$ cat src/rtl/flappy_pkg.sv
// Shared types and constants for the flappy collision/score path.
package flappy_pkg;

  typedef enum logic [1:0] {
    IDLE = 2'd0,
    PLAY = 2'd1,
    DEAD = 2'd2
  } game_state_t;

  localparam logic [7:0]  KEY_FLAP = 8'h1A;
  localparam int unsigned SCORE_W  = 27;
  localparam logic [9:0]  X_MAX    = 10'd639;
  localparam logic [9:0]  Y_MAX    = 10'd479;

  // Zero-extend a 10-bit screen coordinate into the 12-bit signed compare domain.
  function automatic logic signed [11:0] to_s12(input logic [9:0] v);
    return $signed({2'b00, v});
  endfunction

endpackage

$ cat src/rtl/pipe_hit_check.sv
// Per-pipe combinational pass and collision detection against the bird box.
module pipe_hit_check
  import flappy_pkg::*;
(
  input  logic [9:0] BirdX,
  input  logic [9:0] BirdY,
  input  logic [9:0] BirdS,
  input  logic [9:0] PipeX,
  input  logic [9:0] PipeY,
  input  logic [9:0] prev_x,
  input  logic [9:0] pipe_half_w,
  input  logic [9:0] gap_half,
  output logic       passed,
  output logic       collide
);

  logic signed [11:0] bx, by, bs, px, py, pv, hw, gh;
  logic signed [11:0] dx, adx;

  assign bx = to_s12(BirdX);
  assign by = to_s12(BirdY);
  assign bs = to_s12(BirdS);
  assign px = to_s12(PipeX);
  assign py = to_s12(PipeY);
  assign pv = to_s12(prev_x);
  assign hw = to_s12(pipe_half_w);
  assign gh = to_s12(gap_half);

  assign dx  = px - bx;
  assign adx = dx[11] ? -dx : dx;

  // Only a right-to-left crossing of BirdX counts; the wrap reload moves the other way.
  assign passed  = (pv >= bx) && (px < bx);
  assign collide = (adx <= (hw + bs)) &&
                   (((by - bs) < (py - gh)) || ((by + bs) > (py + gh)));

endmodule

$ cat src/rtl/pipe_collide_score.sv
// Game-state FSM and saturating score counter, one step per frame_clk.
// Optional FLAPPY_HISCORE_EN adds a hi_score output kept across games.
module pipe_collide_score
  import flappy_pkg::*;
#(
  parameter int unsigned         NUM_PIPES   = 3,
  parameter logic [9:0]          PIPE_HALF_W = 10'd26,
  parameter logic [9:0]          GAP_HALF    = 10'd60,
  parameter logic [9:0]          GROUND_Y    = Y_MAX,
  parameter logic [7:0]          DEAD_HOLD   = 8'd120,
  parameter logic [SCORE_W-1:0]  SCORE_MAX   = 27'd99_999_999
) (
  input  logic                   frame_clk,
  input  logic                   Reset_n,
  input  logic [7:0]             keycode,
  input  logic [9:0]             BirdX,
  input  logic [9:0]             BirdY,
  input  logic [9:0]             BirdS,
  input  logic [NUM_PIPES*10-1:0] PipeX,
  input  logic [NUM_PIPES*10-1:0] PipeY,
  output logic [SCORE_W-1:0]     score,
  output logic [1:0]             game_state,
  output logic                   pass_pulse,
`ifdef FLAPPY_HISCORE_EN
  output logic [SCORE_W-1:0]     hi_score,
`endif
  output logic                   hit
);

  localparam int unsigned CNT_W = $clog2(NUM_PIPES + 1);

  game_state_t            state, state_n;
  logic [SCORE_W-1:0]     score_n;
  logic [7:0]             hold_cnt, hold_n;
  logic [NUM_PIPES*10-1:0] prev_x;
  logic                   pass_n, hit_n;
  logic [NUM_PIPES-1:0]   passed, collide;
  logic [CNT_W-1:0]       pass_cnt;
  logic [SCORE_W:0]       score_sum;
  logic                   ground, any_col;
`ifdef FLAPPY_HISCORE_EN
  logic [SCORE_W-1:0]     hi_n;
`endif

  for (genvar i = 0; i < int'(NUM_PIPES); i++) begin : g_chk
    pipe_hit_check u_chk (
      .BirdX       (BirdX),
      .BirdY       (BirdY),
      .BirdS       (BirdS),
      .PipeX       (PipeX[10*i +: 10]),
      .PipeY       (PipeY[10*i +: 10]),
      .prev_x      (prev_x[10*i +: 10]),
      .pipe_half_w (PIPE_HALF_W),
      .gap_half    (GAP_HALF),
      .passed      (passed[i]),
      .collide     (collide[i])
    );
  end

  // Number of pipes crossed this frame.
  always_comb begin
    pass_cnt = '0;
    for (int i = 0; i < int'(NUM_PIPES); i++) begin
      pass_cnt = pass_cnt + CNT_W'(passed[i]);
    end
  end

  assign ground    = ({2'b00, BirdY} + {2'b00, BirdS}) >= {2'b00, GROUND_Y};
  assign any_col   = ground || (|collide);
  assign score_sum = {1'b0, score} + (SCORE_W + 1)'(pass_cnt);

  // Next-state, score and pulse decode; collision takes priority over scoring.
  always_comb begin
    state_n = state;
    score_n = score;
    hold_n  = hold_cnt;
    pass_n  = 1'b0;
    hit_n   = 1'b0;
`ifdef FLAPPY_HISCORE_EN
    hi_n    = hi_score;
`endif
    case (state)
      IDLE: begin
        if (keycode == KEY_FLAP) begin
          state_n = PLAY;
          score_n = '0;
        end
      end
      PLAY: begin
        if (any_col) begin
          state_n = DEAD;
          hit_n   = 1'b1;
          hold_n  = DEAD_HOLD;
`ifdef FLAPPY_HISCORE_EN
          hi_n    = (score > hi_score) ? score : hi_score;
`endif
        end else if (pass_cnt != '0) begin
          pass_n  = 1'b1;
          score_n = (score_sum > {1'b0, SCORE_MAX}) ? SCORE_MAX : score_sum[SCORE_W-1:0];
        end
      end
      DEAD: begin
        if (hold_cnt == 8'd0) state_n = IDLE;
        else                  hold_n  = hold_cnt - 8'd1;
      end
      default: state_n = IDLE;
    endcase
  end

  // All frame state; pipe history is refreshed every frame regardless of state.
  always_ff @(posedge frame_clk or negedge Reset_n) begin
    if (!Reset_n) begin
      state      <= IDLE;
      score      <= '0;
      hold_cnt   <= 8'd0;
      prev_x     <= '0;
      pass_pulse <= 1'b0;
      hit        <= 1'b0;
`ifdef FLAPPY_HISCORE_EN
      hi_score   <= '0;
`endif
    end else begin
      state      <= state_n;
      score      <= score_n;
      hold_cnt   <= hold_n;
      prev_x     <= PipeX;
      pass_pulse <= pass_n;
      hit        <= hit_n;
`ifdef FLAPPY_HISCORE_EN
      hi_score   <= hi_n;
`endif
    end
  end

  assign game_state = state;

endmodule

$ cat config.mk
export PLATFORM = sky130hd
export DESIGN_NAME = pipe_collide_score
export DESIGN_NICKNAME = d
export VERILOG_FILES = /design/src/rtl/flappy_pkg.sv /design/src/rtl/pipe_hit_check.sv /design/src/rtl/pipe_collide_score.sv
export SDC_FILE = /design/constraint.sdc
export NUM_CORES = 1
export LEC_CHECK = 0
export CAP_MARGIN = 10
export CORE_AREA = 2 2 127 129
export DETAILED_ROUTE_END_ITERATION = 6
export DIE_AREA = 0 0 129 131
export GPL_TIMING_DRIVEN = 1
export MAX_ROUTING_LAYER = met4
export PLACE_DENSITY_LB_ADDON = 0.15
export SLEW_MARGIN = 15
export SYNTH_ARGS = -nofsm -noshare
export SYNTH_HDL_FRONTEND = slang
export SYNTH_SLANG_ARGS = --single-unit
$ cat constraint.sdc
create_clock -name frame_clk -period 12.42 [get_ports frame_clk]
set_input_delay 1.863 -clock frame_clk [delete_from_list [all_inputs] [get_ports frame_clk]]
set_output_delay 1.863 -clock frame_clk [all_outputs]
set_load 0.01 [all_outputs]
==> summary.md, run 1 <==
| Metric | Value |
|---|---|
| CTS H-Tree Depth | `3` |
| Worst setup margin | `4170 ps` |
| Post-Synth XOR/XNOR Area | `10.3%` |
| Shortest period the worst path allows | `8250 ps` |
| Part of the power in registers | `24.1%` |
| Cell family with most CP delay | `compound AO/OA/AOI/OAI gates` |
| Layout cells sized above 1 | `2.91%` |
| Met1 Wirelength | `11,200 um` |
| Final setup violation count | `0` |
| Syn Nets | `1,450` |
| Crit path arrival time | `8520 ps` |
| Most common cell on crit path | `o21ai_0` |
| Postcts setup bufs | `0` |
| Power density cells | `95.2 nW/um^2` |
| Most common cell after layout, fill and taps aside | `ha_1` |
| Nets@finish | `1,562` |
| Total core area | `15,600 um^2` |
| Skew final | `13.9 ps` |
| TritonCTS buffer count | `9` |
| Asr flop ratio synth | `100%` |
| Seq cells post-synth | `69` |
| Final HPWL DP | `19,700 um` |
| Number of global-route vias before repair | `8,668` |
| Status | `finished clean` |
| Port bufs | `130` |
| # fillers | `1,240` |
| Antenna diode count | `0` |
| Post-route DRC violation count | `0` |
| Crit path required time | `12,690 ps` |
| CTS tree | `built` |
| Area Overhead vs Synth | `18.5%` |
| DR vias | `8,936` |
| Mapped Cells | `1,153` |
| Actual slew at the worst max-slew pin | `1120 ps` |
| Hold_buf cts | `0` |
| Max Used Layer | `met4` |
| Setup Crit Path Kind | `in -> reg` |
| EDFF count, synth | `0` |
| P_leak | `0.00504 uW` |
| Final antenna-violating net count | `0` |
| Maximum vdd drop | `0.119 mV` |
| Sink Count | `69` |
| Design area | `11,200 um^2` |
| Initial antenna violation count | `0` |
| Post-placement cell area | `10,900 um^2` |
| Syn Area/Cell | `8.21 um^2` |
| Worst-path clk slew | `70 ps` |
| Max Fclk | `0.121 GHz` |
| Mux cell area share after synthesis | `0.330%` |
| # IOs | `131` |
| Hold/Removal Path Class | `reg -> reg` |
| Final Slew Violations | `0` |
| Ys Warns | `0` |
| Synthesized cell area | `9470 um^2` |
| PnR Total Power | `1070 uW` |
| Comb pwr share | `50.7%` |
| Die X | `129 um` |
| Sw frac | `39.7%` |
| Largest family of logic cells by synthesized area | `adder cells` |
| Rows | `46` |
| Fin Setup TNS | `0 ps` |
| Commonest non-fill, non-tap cells in the layout | `190 x ha_1, 129 x clkdlybuf4s50_1, 94 x nand2_1` |
| DR vias/cell | `6.01` |
| Root buffer cell | `clkbuf_16` |
| DR pass1 iterations | `5` |
| Crit path buf inv count | `3` |
| Internal power | `645 uW` |
| Clock Tree Buf Depth | `2` |
| First-pass GRT wire length | `40,800 um` |
| Sw power | `424 uW` |
| Post-CTS sizing | `0` |
| Initial Util | `60.7%` |
| Met3 Wirelength | `1210 um` |
| Total congestion overflow | `0` |
| Die Y | `131 um` |
| Skew-Pair Late Insertion Delay | `350 ps` |
| Clock share of power | `25.1%` |
| Routed len/inst | `16.7 um` |
| Synth Area in Compound Gates | `18.7%` |
| All-Layer GR Usage | `31.0%` |
| Post-synthesis sequential area ratio | `18.2%` |
| CP Max Fanout | `41` |
| Synth unique cells | `73` |
| Met2 wire len | `11,600 um` |
| Place WS | `3940 ps` |
| Die ar. | `16,900 um^2` |
| WL final | `24,900 um` |
| Slowest-stage cell, CP | `inv_1` |
| Largest net degree at the start of global routing | `70` |
| Crit share post-route | `66.4%` |
| Simple-Gate Fraction of Synth Area | `21.5%` |
| Final Util | `72.0%` |
| Max Cap Viol | `0` |
| Worst setup SP type | `primary input` |
| Synth Area in Adders | `26.6%` |
| DR iter-0 viols | `512` |
| Worst setup EP type | `register` |
| Ys flop type | `dfrtp_1` |
| Gp weighted congestion | `0.918` |
| Max incr delay on CP | `870 ps` |
| Final-report hold violation count | `0` |
| Slew HR | `25.3%` |
| Unrepaired setup endpoints after global routing | `no` |
final cells by class:
class                           count  area, um^2  share of cell area [%]
Multi-Input combinational cell    975        7320                    65.2
Sequential cell                    69        1730                    15.4
Timing Repair Buffer              131        1300                    11.6
Inverter                           79         297                    2.64
Tap cell                          216         270                    2.41
Clock buffer                        9         225                    2.01
Clock inverter                      7        80.1                   0.713
path summary, 6_finish.rpt:
check	depth (start not counted)	to	start	slack, ps
setup / recovery	25	score[10]	BirdX[0]	4170
hold / removal	1	hold_cnt[0]	hold_cnt[0]	480
setup reg to reg	23	score[19]	prev_x[0]	6350
hold reg to reg	1	hold_cnt[0]	hold_cnt[0]	480
max in group asynchronous	2	prev_x[25]	Reset_n	10100
min in group asynchronous	2	hit	Reset_n	1690
kinds of logic (layout without fill, tap and decap cells):
logic type | count (synthesis) | in the layout
AND/OR/NAND/NOR | 391 | 391
AO/OA/AOI/OAI | 273 | 273
adder cells (fa/ha/maj) | 197 | 197
XOR/XNOR | 111 | 111
buffers and inverters | 109 | 226
flip-flops | 69 | 69
multiplexers | 3 | 3
power groups by stage:
stage          Clock (uW)  Sequential, uW  Combinational [uW]
2_1_floorplan           0             260                 377
5_1_grt               278             261                 614
6_report              268             258                 542
4_1_cts               271             258                 540
3_5_place_dp            0             262                 534
3_3_place_gp            0             261                 514
flip-flops by register name, indices dropped and copies added (netlist names):
register    count
score          27
pass_pulse      1
game_state      2
prev_x         30
hit             1
hold_cnt        8
cell usage after synthesis (4+ instances only):
cell        n  area (um^2)
o31ai_1     7         52.6
nor3b_1     4         30.0
dfrtp_1    69         1730
a21oi_1    66          330
o211ai_1   13         97.6
ha_1      190         2380
a21o_1     28          210
nor4_1      5         31.3
a41o_1      4         40.0
nand2_1    94          353
or3_1      15         93.8
o41ai_1     5         43.8
nand3_1    51          255
or4_1       9         67.6
or2_2       7         43.8
fa_1        7          140
o21bai_1    7         52.6
inv_1      78          293
a21boi_0    8         60.1
and4_1      5         43.8
a211oi_1   12         90.1
nor2_1     65          244
a31oi_1    15         93.8
nand2b_1    9         56.3
xnor2_1    80          701
xor2_1     31          272
o22ai_1     5         31.3
o21ai_0    69          345
nor3_1     41          205
nand4_1    21          131
and3_1     13         81.3
nor2b_1    36          225
clkbuf_1   25         93.8
metrics by stage:
stage          instances  hold WS (ps)
2_1_floorplan       1153           451
3_3_place_gp        1470           460
3_5_place_dp        1470           470
4_1_cts             1486           479
5_1_grt             1486           506
6_report            1486           476
metal layers:
metal	up-vias	track usage, %
li1	4434	-
met1	4151	38.8
met2	290	52.0
met3	61	2.81
met4	0	12.7
met5	-	-
Power figures use the tool's default switching activity.
==> run 2: changes to the inputs <==
CORE_AREA = 2 2 138 140   (was 2 2 127 129)
DIE_AREA = 0 0 140 142   (was 0 0 129 131)
clock period = 6.7 ns   (was 12.42 ns; I/O delays follow)
==> summary.md, run 2 (same netlist as run 1, synthesis figures left out) <==
| Metric | Value |
|---|---|
| Sw power | `777 uW (+83%)` |
| Final HPWL DP | `19,600 um (-0.52%)` |
| Die ar. | `19,900 um^2 (+18%)` |
| Post-CTS sizing | `0 (unchanged)` |
| Actual slew at the worst max-slew pin | `911 ps (-208 ps)` |
| Number of global-route vias before repair | `8,358 (-3.6%)` |
| Max Fclk | `0.158 GHz` |
| Sink Count | `69 (unchanged)` |
| Root buffer cell | `clkbuf_16` |
| DR iter-0 viols | `467 (-8.8%)` |
| Total core area | `18,500 um^2 (+18%)` |
| All-Layer GR Usage | `25.2% (-5.8 points)` |
| PnR Total Power | `1980 uW (+86%)` |
| Postcts setup bufs | `0 (unchanged)` |
| GR Util met3 | `2.86% (+0.051 points)` |
| Fin Setup TNS | `0 ps (unchanged)` |
| Routed len/inst | `15.8 um (-5.7%)` |
| Initial antenna violation count | `0 (unchanged)` |
| Power density cells | `173 nW/um^2 (+81%)` |
| Top Registers | `prev_x x30, score x27, hold_cnt x8` |
| Internal power | `1210 uW (+87%)` |
| Maximum vdd drop | `0.190 mV (+60%)` |
| Worst setup SP type | `primary input` |
| Met2 global-route usage | `41.4% (-11 points)` |
| Clock Tree Buf Depth | `2 (unchanged)` |
| DR vias | `8,762 (-1.9%)` |
| Final-report hold violation count | `0 (unchanged)` |
| Rows | `50 (+8.7%)` |
| CTS tree | `built` |
| Crit path required time | `6920 ps (-5770 ps)` |
| CTS H-Tree Depth | `3 (unchanged)` |
| M1 GR Usage | `33.7% (-5.1 points)` |
| Most common cell after layout, fill and taps aside | `ha_1` |
| CP Max Fanout | `13 (-68%)` |
| TritonCTS buffer count | `9 (unchanged)` |
| P_leak | `0.00520 uW (+3.1%)` |
| Biggest register | `prev_x` |
| Most common cell on crit path | `a21o_1` |
| Max Cap Viol | `0 (unchanged)` |
| Final setup violation count | `0 (unchanged)` |
| First-pass GRT wire length | `39,900 um (-2.4%)` |
| Gr busiest metal | `met2` |
| Post-placement cell area | `11,100 um^2 (+1.8%)` |
| Area of the multi-input gates | `7380 um^2 (+0.82%)` |
| Unrepaired setup endpoints after global routing | `no` |
| WL final | `24,100 um (-3.1%)` |
| Slowest-stage cell, CP | `or4_1` |
| Max incr delay on CP | `580 ps (-290 ps)` |
| Commonest non-fill, non-tap cells in the layout | `190 x ha_1, 129 x clkdlybuf4s50_1, 94 x nand2_1` |
| Hold_buf cts | `0 (unchanged)` |
| Shortest period the worst path allows | `6330 ps` |
| Cell family with most CP delay | `compound AO/OA/AOI/OAI gates` |
| Slew HR | `39.3% (+14 points)` |
| Nets@finish | `1,585 (+1.5%)` |
| Die Y | `142 um (+8.4%)` |
| Place WS | `0.294 ps (-3940 ps)` |
| Largest register FFs | `30 (unchanged)` |
| Crit path buf inv count | `5 (+2)` |
| Crit path arrival time | `6550 ps (-1970 ps)` |
| Status | `finished, violations left` |
| Hold/Removal Path Class | `reg -> reg` |
| Crit share post-route | `94.4%` |
| Area Overhead vs Synth | `21.3%` |
| Final antenna-violating net count | `0 (unchanged)` |
| Clock share of power | `25.2% (about the same)` |
| Storage cell area | `1730 um^2 (unchanged)` |
| DR vias/cell | `5.74 (-4.6%)` |
| Failing checks | `design-rule violations` |
| Sw frac | `39.2% (-0.52 points)` |
| Worst-path clk slew | `70 ps (about the same)` |
| Worst setup margin | `372 ps (-3800 ps)` |
| Worst R2R Setup Slack | `1290 ps (-5060 ps)` |
| Part of the power in registers | `24.1% (about the same)` |
| Setup Crit Path Kind | `in -> reg` |
| Gp weighted congestion | `0.918 (about the same)` |
| Largest net degree at the start of global routing | `70 (unchanged)` |
| Initial Util | `51.3% (-9.4 points)` |
| DR pass1 iterations | `7 (+2)` |
| Skew-Pair Late Insertion Delay | `350 ps (about the same)` |
| Skew final | `12.7 ps (-1.14 ps)` |
| Total congestion overflow | `0 (unchanged)` |
| # IOs | `131 (unchanged)` |
| Design area | `11,500 um^2 (+2.3%)` |
| Min Hold Slack | `478 ps (+1.92 ps)` |
| Post-route DRC violation count | `8 (+8)` |
| # fillers | `1,640 (+32%)` |
| Comb pwr share | `50.7% (about the same)` |
| Port bufs | `130 (unchanged)` |
| Final Slew Violations | `0 (unchanged)` |
| Antenna diode count | `0 (unchanged)` |
| Layout cells sized above 1 | `5.34% (+2.4 points)` |
| Die X | `140 um (+8.5%)` |
| Worst setup EP type | `register` |
[run 2: layer usage]
layer,wire length [um],share of wire (%),vias up
met1,11600,48,4069
met2,11300,47,186
met5,0,0,-
met4,382,1.6,0
met3,787,3.3,28
li1,-,-,4479
[run 2: worst paths after layout]
kind,from,end,cells past startpoint
worst max register to register,prev_x[10],score[24],24
worst max-delay path,BirdX[1],score[24],25
max in group asynchronous,Reset_n,prev_x[24],2
min in group asynchronous,Reset_n,hit,2
worst min-delay path,hold_cnt[0],hold_cnt[0],1
worst min register to register,hold_cnt[0],hold_cnt[0],1
[run 2: through the flow]
stage | util, % | instances
finish | 62.2 | 1527
global route | 62.2 | 1527
detailed placement | 60.2 | 1511
CTS | 61.9 | 1527
floorplan | - | 1153
global placement | 60.2 | 1511
[run 2: area by class of cell]
cell class | count | share of cell area (%)
clock inverter | 7 | 0.730
clock buffer | 9 | 1.96
timing repair buffer | 154 | 12.9
sequential | 69 | 15.0
multi-input combinational | 975 | 64.3
inverter | 79 | 2.58
tap | 234 | 2.55
[run 2: power by group through the flow]
stage	registers (uW)	logic (uW)	clock network, uW
floorplan	481	698	0
finish	478	1010	500
CTS	479	999	509
detailed placement	487	993	0
global route	483	1140	529
global placement	485	971	0
==> run 3: changes to the inputs <==
MAX_ROUTING_LAYER = unset   (was met4)
==> summary.md, run 3 (same netlist as run 1, synthesis figures left out) <==
| Metric | Value |
|---|---|
| Slew HR | `39.2% (-0.083 points)` |
| Maximum vdd drop | `0.190 mV (+0.11%)` |
| Worst setup SP type | `primary input` |
| Layout cells sized above 1 | `5.34% (unchanged)` |
| P_leak | `0.00520 uW (unchanged)` |
| Worst setup EP type | `register` |
| Clock Tree Buf Depth | `2 (unchanged)` |
| Comb pwr share | `50.7% (about the same)` |
| Storage cell area | `1730 um^2 (unchanged)` |
| Antenna diode count | `0 (unchanged)` |
| # fillers | `1,640 (unchanged)` |
| DR iter-0 viols | `468 (+0.21%)` |
| Setup Crit Path Kind | `in -> reg` |
| Postcts setup bufs | `0 (unchanged)` |
| R2R cell count | `24 (unchanged)` |
| Gr busiest metal | `met2` |
| Final antenna-violating net count | `0 (unchanged)` |
| DR vias | `8,746 (-0.18%)` |
| Nets@finish | `1,585 (unchanged)` |
| Sink Count | `69 (unchanged)` |
| WL final | `24,100 um (about the same)` |
| Area Overhead vs Synth | `21.3% (unchanged)` |
| Internal power | `1210 uW (about the same)` |
| Post-route DRC violation count | `8 (unchanged)` |
| Crit share post-route | `94.4% (about the same)` |
| Total core area | `18,500 um^2 (unchanged)` |
| CTS H-Tree Depth | `3 (unchanged)` |
| Hold Path Origin | `hold_cnt[0]` |
| Area of the multi-input gates | `7380 um^2 (unchanged)` |
| CP Max Fanout | `13 (unchanged)` |
| Met2 global-route usage | `41.3% (-0.078 points)` |
| Port bufs | `130 (unchanged)` |
| Gp weighted congestion | `0.903 (-1.7%)` |
| Clock share of power | `25.1% (about the same)` |
| Fin Setup TNS | `0 ps (unchanged)` |
| M1 GR Usage | `33.6% (-0.11 points)` |
| Final setup violation count | `0 (unchanged)` |
| Skew final | `12.3 ps (-0.488 ps)` |
| Biggest register | `prev_x` |
| Final Slew Violations | `0 (unchanged)` |
| Initial Util | `51.3% (unchanged)` |
| Actual slew at the worst max-slew pin | `912 ps (+1.25 ps)` |
| Worst r2r dst | `score[24]` |
| Total congestion overflow | `0 (unchanged)` |
| Initial antenna violation count | `0 (unchanged)` |
| Hold/Removal Path Class | `reg -> reg` |
| Max Fclk | `0.158 GHz (about the same)` |
| TritonCTS buffer count | `9 (unchanged)` |
| Routed len/inst | `15.8 um (about the same)` |
| Number of global-route vias before repair | `8,376 (+0.22%)` |
| DR vias/cell | `5.73 (-0.18%)` |
| Largest register FFs | `30 (unchanged)` |
| Largest net degree at the start of global routing | `70 (unchanged)` |
| Placed Cells | `1,511 (unchanged)` |
| Failing checks | `design-rule violations` |
| Max Cap Viol | `0 (unchanged)` |
| Part of the power in registers | `24.1% (about the same)` |
| All-Layer GR Usage | `24.5% (-0.73 points)` |
| # IOs | `131 (unchanged)` |
| Die Y | `142 um (unchanged)` |
| Final HPWL DP | `19,600 um (unchanged)` |
| Root buffer cell | `clkbuf_16` |
| Sw power | `776 uW (-0.16%)` |
| CTS tree | `built` |
| First-pass GRT wire length | `39,800 um (about the same)` |
| Crit path required time | `6920 ps (about the same)` |
| WHS Path Cells | `1 (unchanged)` |
| Rows | `50 (unchanged)` |
| Shortest period the worst path allows | `6320 ps (-3.71 ps)` |
| Skew-Pair Late Insertion Delay | `350 ps (about the same)` |
| Power density cells | `173 nW/um^2 (about the same)` |
| Post-Layout Cell Count | `1,527 (unchanged)` |
| Commonest non-fill, non-tap cells in the layout | `190 x ha_1, 129 x clkdlybuf4s50_1, 94 x nand2_1` |
| Worst-path clk slew | `70 ps (about the same)` |
| GR Util met3 | `3.30% (+0.44 points)` |
| DR pass1 iterations | `7 (unchanged)` |
| Most common cell after layout, fill and taps aside | `ha_1` |
| Sw frac | `39.1% (about the same)` |
| Unrepaired setup endpoints after global routing | `no` |
| Crit path arrival time | `6550 ps (about the same)` |
| Die X | `140 um (unchanged)` |
| Worst R2R Setup Slack | `1290 ps (about the same)` |
| Hold Path Sink | `hold_cnt[0]` |
| Top Registers | `prev_x x30, score x27, hold_cnt x8` |
| Die ar. | `19,900 um^2 (unchanged)` |
| RR Startpoint | `prev_x[10]` |
| Final-report hold violation count | `0 (unchanged)` |
| Status | `finished, violations left` |
==> run 3: layout make-up <==
type | instances | area share [%]
timing repair buffer | 154 | 12.9
sequential | 69 | 15.0
clock inverter | 7 | 0.730
clock buffer | 9 | 1.96
inverter | 79 | 2.58
multi-input combinational | 975 | 64.3
tap | 234 | 2.55
==> run 3: how the worst max path moves through the flow <==
stage | slack [ps] | end | from | cells past startpoint
final | 380 | score[24] | BirdX[1] | 25
after global routing | 2 | score[14] | BirdX[1] | 25
after CTS | 310 | score[14] | BirdX[1] | 25
after detailed placement | 0.3 | score[24] | BirdX[1] | 25
after global placement | 130 | score[14] | BirdX[1] | 25
after floorplan | 700 | score[8] | BirdX[1] | 24
==> run 3: per-stage QoR <==
stage / instance area (um^2) / total power (uW) / util [%] / hold WS (ps) / worst slack, ps
2_1_floorplan: 9470 / 1180 / - / 451 / 704
3_3_place_gp: 11100 / 1460 / 60.2 / 460 / 127
3_5_place_dp: 11100 / 1480 / 60.2 / 467 / 0.294
4_1_cts: 11400 / 1990 / 61.9 / 476 / 314
5_1_grt: 11500 / 2160 / 62.2 / 521 / 2.07
6_report: 11500 / 1980 / 62.2 / 478 / 376
==> run 3: power groups by stage <==
stage | clock (uW) | combinational (uW) | sequential, uW
floorplan | 0 | 698 | 481
global placement | 0 | 971 | 485
detailed placement | 0 | 993 | 487
CTS | 509 | 999 | 479
global route | 530 | 1140 | 483
finish | 498 | 1010 | 479
==> run 3: critical path, cell delays in order <==
cell             delay, ps
clkdlybuf4s50_1        450
inv_1                  110
buf_4                  190
ha_1                   290
a21o_1                 160
a21o_1                 180
a21oi_1                220
nor2b_1                 70
o21ai_0                180
a21oi_1                110
a31oi_1                200
nor3_1                  80
fa_1                   540
ha_1                   230
fa_1                   210
inv_1                  120
or4_1                  590
a22oi_1                190
o22ai_1                110
a21o_1                 190
a221o_1                350
a31o_2                 290
buf_4                  200
o21ai_0                170
o211ai_1               110
==> run 3: routing by layer <==
metal  share of wire, %  routed length [um]  vias to the layer above
met5                  0                   0                        -
li1                   -                   -                     4480
met3                3.9                 931                       31
met1                 48               11500                     4041
met2                 47               11200                      194
met4                1.6                 390                        0
==> run 3: timing repair <==
action | CTS | global route
hold buffers | 0 | 0
endpoints found under the setup margin | 0 | 31
resized for setup | 0 | 18
